[config.mk]
export PLATFORM = sky130hd
export DESIGN_NAME = complex_acc_flat
export DESIGN_NICKNAME = d
export VERILOG_FILES = /design/src/rtl/complex_acc_if.sv /design/src/rtl/complex_acc.sv /design/src/flat_wrapper.sv
export SDC_FILE = /design/constraint.sdc
export NUM_CORES = 1
export LEC_CHECK = 0
export ABC_AREA = 1
export BUFFER_PORTS_ARGS = -buffer_cell sky130_fd_sc_hd__buf_2
export CAP_MARGIN = 20
export CORE_MARGIN = 2
export CORE_UTILIZATION = 52
export DETAILED_ROUTE_END_ITERATION = 7
export GPL_TIMING_DRIVEN = 0
export PLACE_DENSITY = 0.77
export SLEW_MARGIN = 25
export SYNTH_ARGS = -nofsm -noshare
export SYNTH_HDL_FRONTEND = slang
export SYNTH_SLANG_ARGS = --single-unit
[constraint.sdc]
create_clock -name clk -period 1.8 [get_ports clk]
set_clock_uncertainty 0.2 [all_clocks]
set_input_delay 0 -clock clk [delete_from_list [all_inputs] [get_ports clk]]
set_output_delay 0 -clock clk [all_outputs]
set_load 0.01 [all_outputs]
[src/rtl/complex_acc_if.sv]
// Handshake bus between the complex multiplier and the frame accumulator:
// product samples flow in, accumulated frame results flow out.
interface complex_acc_if #(
    parameter int DATA_WIDTH = 8,
    parameter int ACC_WIDTH  = 2*DATA_WIDTH+4
);
    logic                    in_val;
    logic                    in_ready;
    logic [2*DATA_WIDTH-1:0] in_re;
    logic [2*DATA_WIDTH-1:0] in_im;
    logic                    out_val;
    logic                    out_ready;
    logic [ACC_WIDTH-1:0]    out_re;
    logic [ACC_WIDTH-1:0]    out_im;
    logic                    out_ovf;

    modport master (
        output in_val, in_re, in_im, out_ready,
        input  in_ready, out_val, out_re, out_im, out_ovf
    );

    modport slave (
        input  in_val, in_re, in_im, out_ready,
        output in_ready, out_val, out_re, out_im, out_ovf
    );
endinterface

[src/rtl/complex_acc.sv]
// Sums ACC_LEN complex products per frame and presents each frame result,
// with a sticky signed-overflow flag, until the consumer takes it.
module complex_acc #(
    parameter int DATA_WIDTH = 8,
    parameter int ACC_LEN    = 4,
    parameter int ACC_WIDTH  = 2*DATA_WIDTH+4
) (
    input  logic             clk,
    input  logic             rstn,
    input  logic             sw_rst,
    complex_acc_if.slave     bus
);
    localparam int CNT_W = (ACC_LEN > 1) ? $clog2(ACC_LEN) : 1;
    localparam logic [CNT_W-1:0]     CNT_ZERO = {CNT_W{1'b0}};
    localparam logic [CNT_W-1:0]     CNT_ONE  = CNT_W'(1);
    localparam logic [CNT_W-1:0]     CNT_LAST = CNT_W'(ACC_LEN-1);
    localparam logic [ACC_WIDTH-1:0] ACC_ZERO = {ACC_WIDTH{1'b0}};

    typedef enum logic [0:0] {
        ST_ACCUM = 1'b0,
        ST_HOLD  = 1'b1
    } state_t;

    state_t               r_state;
    state_t               w_state_nxt;
    logic [CNT_W-1:0]     r_cnt;
    logic [ACC_WIDTH-1:0] r_acc_re;
    logic [ACC_WIDTH-1:0] r_acc_im;
    logic                 r_sticky;
    logic [ACC_WIDTH-1:0] r_out_re;
    logic [ACC_WIDTH-1:0] r_out_im;
    logic                 r_out_ovf;

    logic [ACC_WIDTH-1:0] w_ext_re;
    logic [ACC_WIDTH-1:0] w_ext_im;
    logic [ACC_WIDTH-1:0] w_sum_re;
    logic [ACC_WIDTH-1:0] w_sum_im;
    logic                 w_add_ovf;
    logic                 w_accept;
    logic                 w_last;

    // Two's-complement add overflow: equal operand signs, different result sign.
    function automatic logic add_ovf(input logic a_msb, input logic b_msb, input logic s_msb);
        return (a_msb == b_msb) && (s_msb != a_msb);
    endfunction

    assign w_ext_re  = ACC_WIDTH'($signed(bus.in_re));
    assign w_ext_im  = ACC_WIDTH'($signed(bus.in_im));
    assign w_sum_re  = r_acc_re + w_ext_re;
    assign w_sum_im  = r_acc_im + w_ext_im;
    assign w_add_ovf = add_ovf(r_acc_re[ACC_WIDTH-1], w_ext_re[ACC_WIDTH-1], w_sum_re[ACC_WIDTH-1])
                     | add_ovf(r_acc_im[ACC_WIDTH-1], w_ext_im[ACC_WIDTH-1], w_sum_im[ACC_WIDTH-1]);

    assign w_accept = (r_state == ST_ACCUM) && bus.in_val;
    assign w_last   = w_accept && (r_cnt == CNT_LAST);

    // Ready/valid come only from the state register, never from out_ready.
    assign bus.in_ready = (r_state == ST_ACCUM);
    assign bus.out_val  = (r_state == ST_HOLD);
    assign bus.out_re   = r_out_re;
    assign bus.out_im   = r_out_im;
    assign bus.out_ovf  = r_out_ovf;

    // Next-state decode: the last sample of a frame moves to HOLD, a taken result returns to ACCUM.
    always_comb begin
        w_state_nxt = r_state;
        case (r_state)
            ST_ACCUM: begin
                if (w_last) w_state_nxt = ST_HOLD;
                else        w_state_nxt = ST_ACCUM;
            end
            ST_HOLD: begin
                if (bus.out_ready) w_state_nxt = ST_ACCUM;
                else               w_state_nxt = ST_HOLD;
            end
            default: w_state_nxt = ST_ACCUM;
        endcase
    end

    // State register.
    always_ff @(posedge clk or negedge rstn) begin
        if (!rstn) begin
            r_state <= ST_ACCUM;
        end else if (sw_rst) begin
            r_state <= ST_ACCUM;
        end else begin
            r_state <= w_state_nxt;
        end
    end

    // Accumulators, sample counter, sticky flag and the held frame result.
    always_ff @(posedge clk or negedge rstn) begin
        if (!rstn) begin
            r_cnt     <= CNT_ZERO;
            r_acc_re  <= ACC_ZERO;
            r_acc_im  <= ACC_ZERO;
            r_sticky  <= 1'b0;
            r_out_re  <= ACC_ZERO;
            r_out_im  <= ACC_ZERO;
            r_out_ovf <= 1'b0;
        end else if (sw_rst) begin
            r_cnt     <= CNT_ZERO;
            r_acc_re  <= ACC_ZERO;
            r_acc_im  <= ACC_ZERO;
            r_sticky  <= 1'b0;
            r_out_re  <= ACC_ZERO;
            r_out_im  <= ACC_ZERO;
            r_out_ovf <= 1'b0;
        end else if (w_last) begin
            r_out_re  <= w_sum_re;
            r_out_im  <= w_sum_im;
            r_out_ovf <= r_sticky | w_add_ovf;
            r_cnt     <= CNT_ZERO;
            r_acc_re  <= ACC_ZERO;
            r_acc_im  <= ACC_ZERO;
            r_sticky  <= 1'b0;
        end else if (w_accept) begin
            r_cnt     <= r_cnt + CNT_ONE;
            r_acc_re  <= w_sum_re;
            r_acc_im  <= w_sum_im;
            r_sticky  <= r_sticky | w_add_ovf;
        end else begin
            r_cnt     <= r_cnt;
            r_acc_re  <= r_acc_re;
            r_acc_im  <= r_acc_im;
            r_sticky  <= r_sticky;
        end
    end
endmodule

[src/flat_wrapper.sv]
// flat-port wrapper written by rule: the top's interface ports become plain ports
module complex_acc_flat 
#(
    parameter int DATA_WIDTH = 8,
    parameter int ACC_LEN    = 4,
    parameter int ACC_WIDTH  = 2*DATA_WIDTH+4
)
  (clk, rstn, sw_rst, bus_in_val, bus_in_re, bus_in_im, bus_out_ready, bus_in_ready, bus_out_val, bus_out_re, bus_out_im, bus_out_ovf);
  complex_acc_if #(.DATA_WIDTH(DATA_WIDTH), .ACC_WIDTH(ACC_WIDTH)) bus_i ();
  input  logic clk;
  input  logic rstn;
  input  logic sw_rst;
  input wire logic [$bits(bus_i.in_val)-1:0] bus_in_val;
  input wire logic [$bits(bus_i.in_re)-1:0] bus_in_re;
  input wire logic [$bits(bus_i.in_im)-1:0] bus_in_im;
  input wire logic [$bits(bus_i.out_ready)-1:0] bus_out_ready;
  output wire logic [$bits(bus_i.in_ready)-1:0] bus_in_ready;
  output wire logic [$bits(bus_i.out_val)-1:0] bus_out_val;
  output wire logic [$bits(bus_i.out_re)-1:0] bus_out_re;
  output wire logic [$bits(bus_i.out_im)-1:0] bus_out_im;
  output wire logic [$bits(bus_i.out_ovf)-1:0] bus_out_ovf;
  assign bus_i.in_val = bus_in_val;
  assign bus_i.in_re = bus_in_re;
  assign bus_i.in_im = bus_in_im;
  assign bus_i.out_ready = bus_out_ready;
  assign bus_in_ready = bus_i.in_ready;
  assign bus_out_val = bus_i.out_val;
  assign bus_out_re = bus_i.out_re;
  assign bus_out_im = bus_i.out_im;
  assign bus_out_ovf = bus_i.out_ovf;
  complex_acc #(.DATA_WIDTH(DATA_WIDTH), .ACC_LEN(ACC_LEN), .ACC_WIDTH(ACC_WIDTH)) u_core (.clk(clk), .rstn(rstn), .sw_rst(sw_rst), .bus(bus_i));
endmodule
==> results_dict.tcl <==
set metrics [dict create \
    status "complete, but fails checks" \
    violations "hold timing, setup timing" \
    grt_overflow_total 0 \
    critPathKind "reg -> reg" \
    antenna_found_initial 1 \
    vdd_ir_drop_max_uv 776 \
    swShare 0.468 \
    cts_made_buffers 9 \
    dr.pass1.iters 8 \
    hold_class "in -> reg" \
    ys_types 35 \
    final_max_slew_viol_count 0 \
    postRouteAntennaNets 0 \
    drt_iter0_markers 553 \
    cts_root_buffer "clkbuf_8" \
    grt_usage 0.338 \
    gr-usage-met2 0.598 \
    preCtsSetupSlack_ns -0.304 \
    power_frac_comb 0.655 \
    setup_viol 68 \
    syn_to_final_growth_pct 57.4 \
    syn_inst 723 \
    fin_crit_ns 2.25 \
    tightest_slew_ns 0.567 \
    fin_setup_tns_ns -18.51 \
    cp-start-kind "flop" \
    worst_ep_arrival_time_ns 2.34 \
    ys_seq_area_frac 0.390 \
    required_ns 1.88 \
    fin_ws_ns -0.454 \
    cts-htree-levels 3 \
    period_share 1.25 \
    crit_path_end_kind "flop" \
    nNetsFinal 991 \
    route.detailed.drc 0 \
    cts_sinks 85 \
    finalHoldViolCount 8 \
    synth_top_area_cell "dfrtp_1" \
    cts_max_path_buffers 2 \
    core.rowCount 37 \
    cts.clk_slew.worst_paths_ns 0.10 \
    num_io_pins 80 \
    portBuffers 79 \
    drive_above_1_share 0.455 \
    wl_um 22700 \
    wl_per_cell_um 21.5 \
    die_h_um 106 \
    start_util 0.531 \
    synth_top_area_share 0.390 \
    die-area_sq_um 11300 \
    die_width_um 106 \
    core_area_sq_um 10300 \
    slew_headroom 0.622 \
    cts_hold_buffers 22 \
    clkPwrFrac 0.127 \
    ff2ff_path_depth 10 \
    rsz0062_at_grt "true" \
    synth_area_leaders "dfrtp_1, nand2_1, ha_1" \
    syn_nets 801 \
    async_reset_ff_frac 1.00 \
    use_met3 0.0564 \
    grt_max_degree 55 \
    power.density_nw_per_um2 1450 \
    grt_pass1_vias 6284 \
    yosys_warnings 0 \
    p_seq_frac 0.218 \
    synth-edff-count 0 \
    viasPerCell 6.12 \
    path_max_fanout 3 \
    p_switching_uw 5850 \
    cap_viol_max_count 0 \
    p_leak_uw 0.00434 \
    clk_latency_ns 0.39 \
    via_count 6452 \
    avgSynthCellArea_sq_um 7.55 \
    maxClockFrequency_mhz 444 \
    grt.met1_usage 0.372 \
    busiest_layer "met2" \
    hpwlAfterDp_um 11100 \
    gp_congestion 0.966 \
    cts_tree "done" \
    synth-seq-cells 85 \
    hold_path_depth 4 \
    synth_flop_cell "dfrtp_1" \
    power.internal_uw 6640 \
    grt_pass1_wl_um 29800 \
    netlist_area_sq_um 5460 \
    whs_ns -0.0816 \
]
==> worst paths after layout <==
path | start | endpoint | slack [ns]
setup / recovery | u_core.r_acc_im[9]$_DFFE_PN0P_ | u_core.r_acc_im[18]$_DFFE_PN0P_ | -0.45
hold / removal | bus_in_re[3] | u_core.bus.out_re[3]$_DFFE_PN0P_ | -0.08
setup reg to reg | u_core.r_acc_im[9]$_DFFE_PN0P_ | u_core.r_acc_im[18]$_DFFE_PN0P_ | -0.45
hold reg to reg | u_core.bus.out_im[17]$_DFFE_PN0P_ | u_core.bus.out_im[17]$_DFFE_PN0P_ | 0.28
max in group asynchronous | rstn | u_core.bus.out_re[10]$_DFFE_PN0P_ | 0.31
min in group asynchronous | rstn | u_core.bus.out_im[3]$_DFFE_PN0P_ | 0.45
==> power by group through the flow <==
stage | logic, uW | registers, uW | clock network, uW
floorplan | 3190 | 2560 | 0
global placement | 4000 | 2600 | 0
detailed placement | 4170 | 2610 | 0
CTS | 6110 | 2670 | 1580
global route | 8570 | 2740 | 1660
finish | 8190 | 2720 | 1580
==> synth_stat cells (9+ instances only) <==
| library cell | number |
|---|---|
| nand3b_1 | 9 |
| nor2_1 | 43 |
| nand3_1 | 49 |
| xor2_1 | 15 |
| o21ai_0 | 39 |
| dfrtp_1 | 85 |
| ha_1 | 39 |
| nand4_1 | 10 |
| nand2_1 | 251 |
| inv_1 | 62 |
| a21oi_1 | 24 |
==> final cells by class <==
cell class              count  area (sq um)
diodes                      1          2.50
inverters                  67           264
flip-flops and latches     85          2130
clock buffers              10           138
well taps                 136           170
fillers                   528          1690
plain buffers              14          76.3
repair buffers            179          1330
clock inverters             6          86.3
multi-input cells         557          4400
==> per-layer routing <==
layer | vias to the layer above | share of wire
met5 | - | 0
met4 | 0 | 0.089
met3 | 196 | 0.074
met2 | 418 | 0.49
met1 | 3086 | 0.35
li1 | 2752 | -
==> per-stage QoR <==
| stage | utilization | total power [uW] | hold WS (ns) | instances | area (sq um) |
|---|---|---|---|---|---|
| after global placement | 0.605 | 6590 | -0.0237 | 938 | 6210 |
| after floorplan | - | 5750 | -0.496 | 723 | 5650 |
| final | 0.836 | 12500 | -0.0816 | 1055 | 8590 |
| after detailed placement | 0.607 | 6780 | -0.229 | 939 | 6240 |
| after CTS | 0.765 | 10400 | -0.130 | 1028 | 7870 |
| after global routing | 0.835 | 13000 | -0.0722 | 1054 | 8590 |
==> worst max-delay path: stages (launching register included) <==
cell and delay [ns]:
dfrtp_1 0.44, ha_4 0.33, nand2_4 0.08, nor2_4 0.11
nand4_1 0.20, o211ai_4 0.35, nand2_2 0.15, nand2_2 0.10
nand2_2 0.05, nand3_1 0.07, nand2_1 0.05
==> registers in the layout, indices dropped and copies added (netlist names) <==
name,flops
u_core.r_cnt,2
u_core.r_acc_im,20
u_core.bus.out_ovf,1
u_core.r_acc_re,20
u_core.r_sticky,1
u_core.bus.out_im,20
u_core.bus.out_val,1
u_core.bus.out_re,20
==> cells by family (layout without fill, tap and decap cells) <==
logic type / count (synthesis) / count (layout) / synth area share
AOI/OAI and AO/OA: 103 / 103 / 0.114
adders and majority gates: 41 / 41 / 0.0968
DFF: 85 / 85 / 0.390
xor gates and xnor gates: 20 / 20 / 0.0321
and+or+nand+nor: 393 / 393 / 0.311
other: 0 / 1 / 0
buffers and inverters: 81 / 276 / 0.0571
==> timing repair <==
item | in CTS | in global routing
resized for setup | 169 | 134
endpoints found under the hold margin | 142 | 8
endpoints found under the setup margin | 75 | 84
setup buffers | 52 | 28
pin swaps | 81 | 81
==> layout by cell type (no fill, tap or decap), drive strengths merged, types with 10 or more instances in the layout <==
cell         synthesis  layout
a21oi               28      28
buf                  6     163
clkbuf               8      18
dfrtp               85      85
dlygate4sd3          0      22
ha                  39      39
inv                 67      67
nand2              257     257
nand3               56      56
nand4               10      10
nor2                49      49
o21ai               46      46
xor2                15      15
Power figures use the tool's default switching activity.
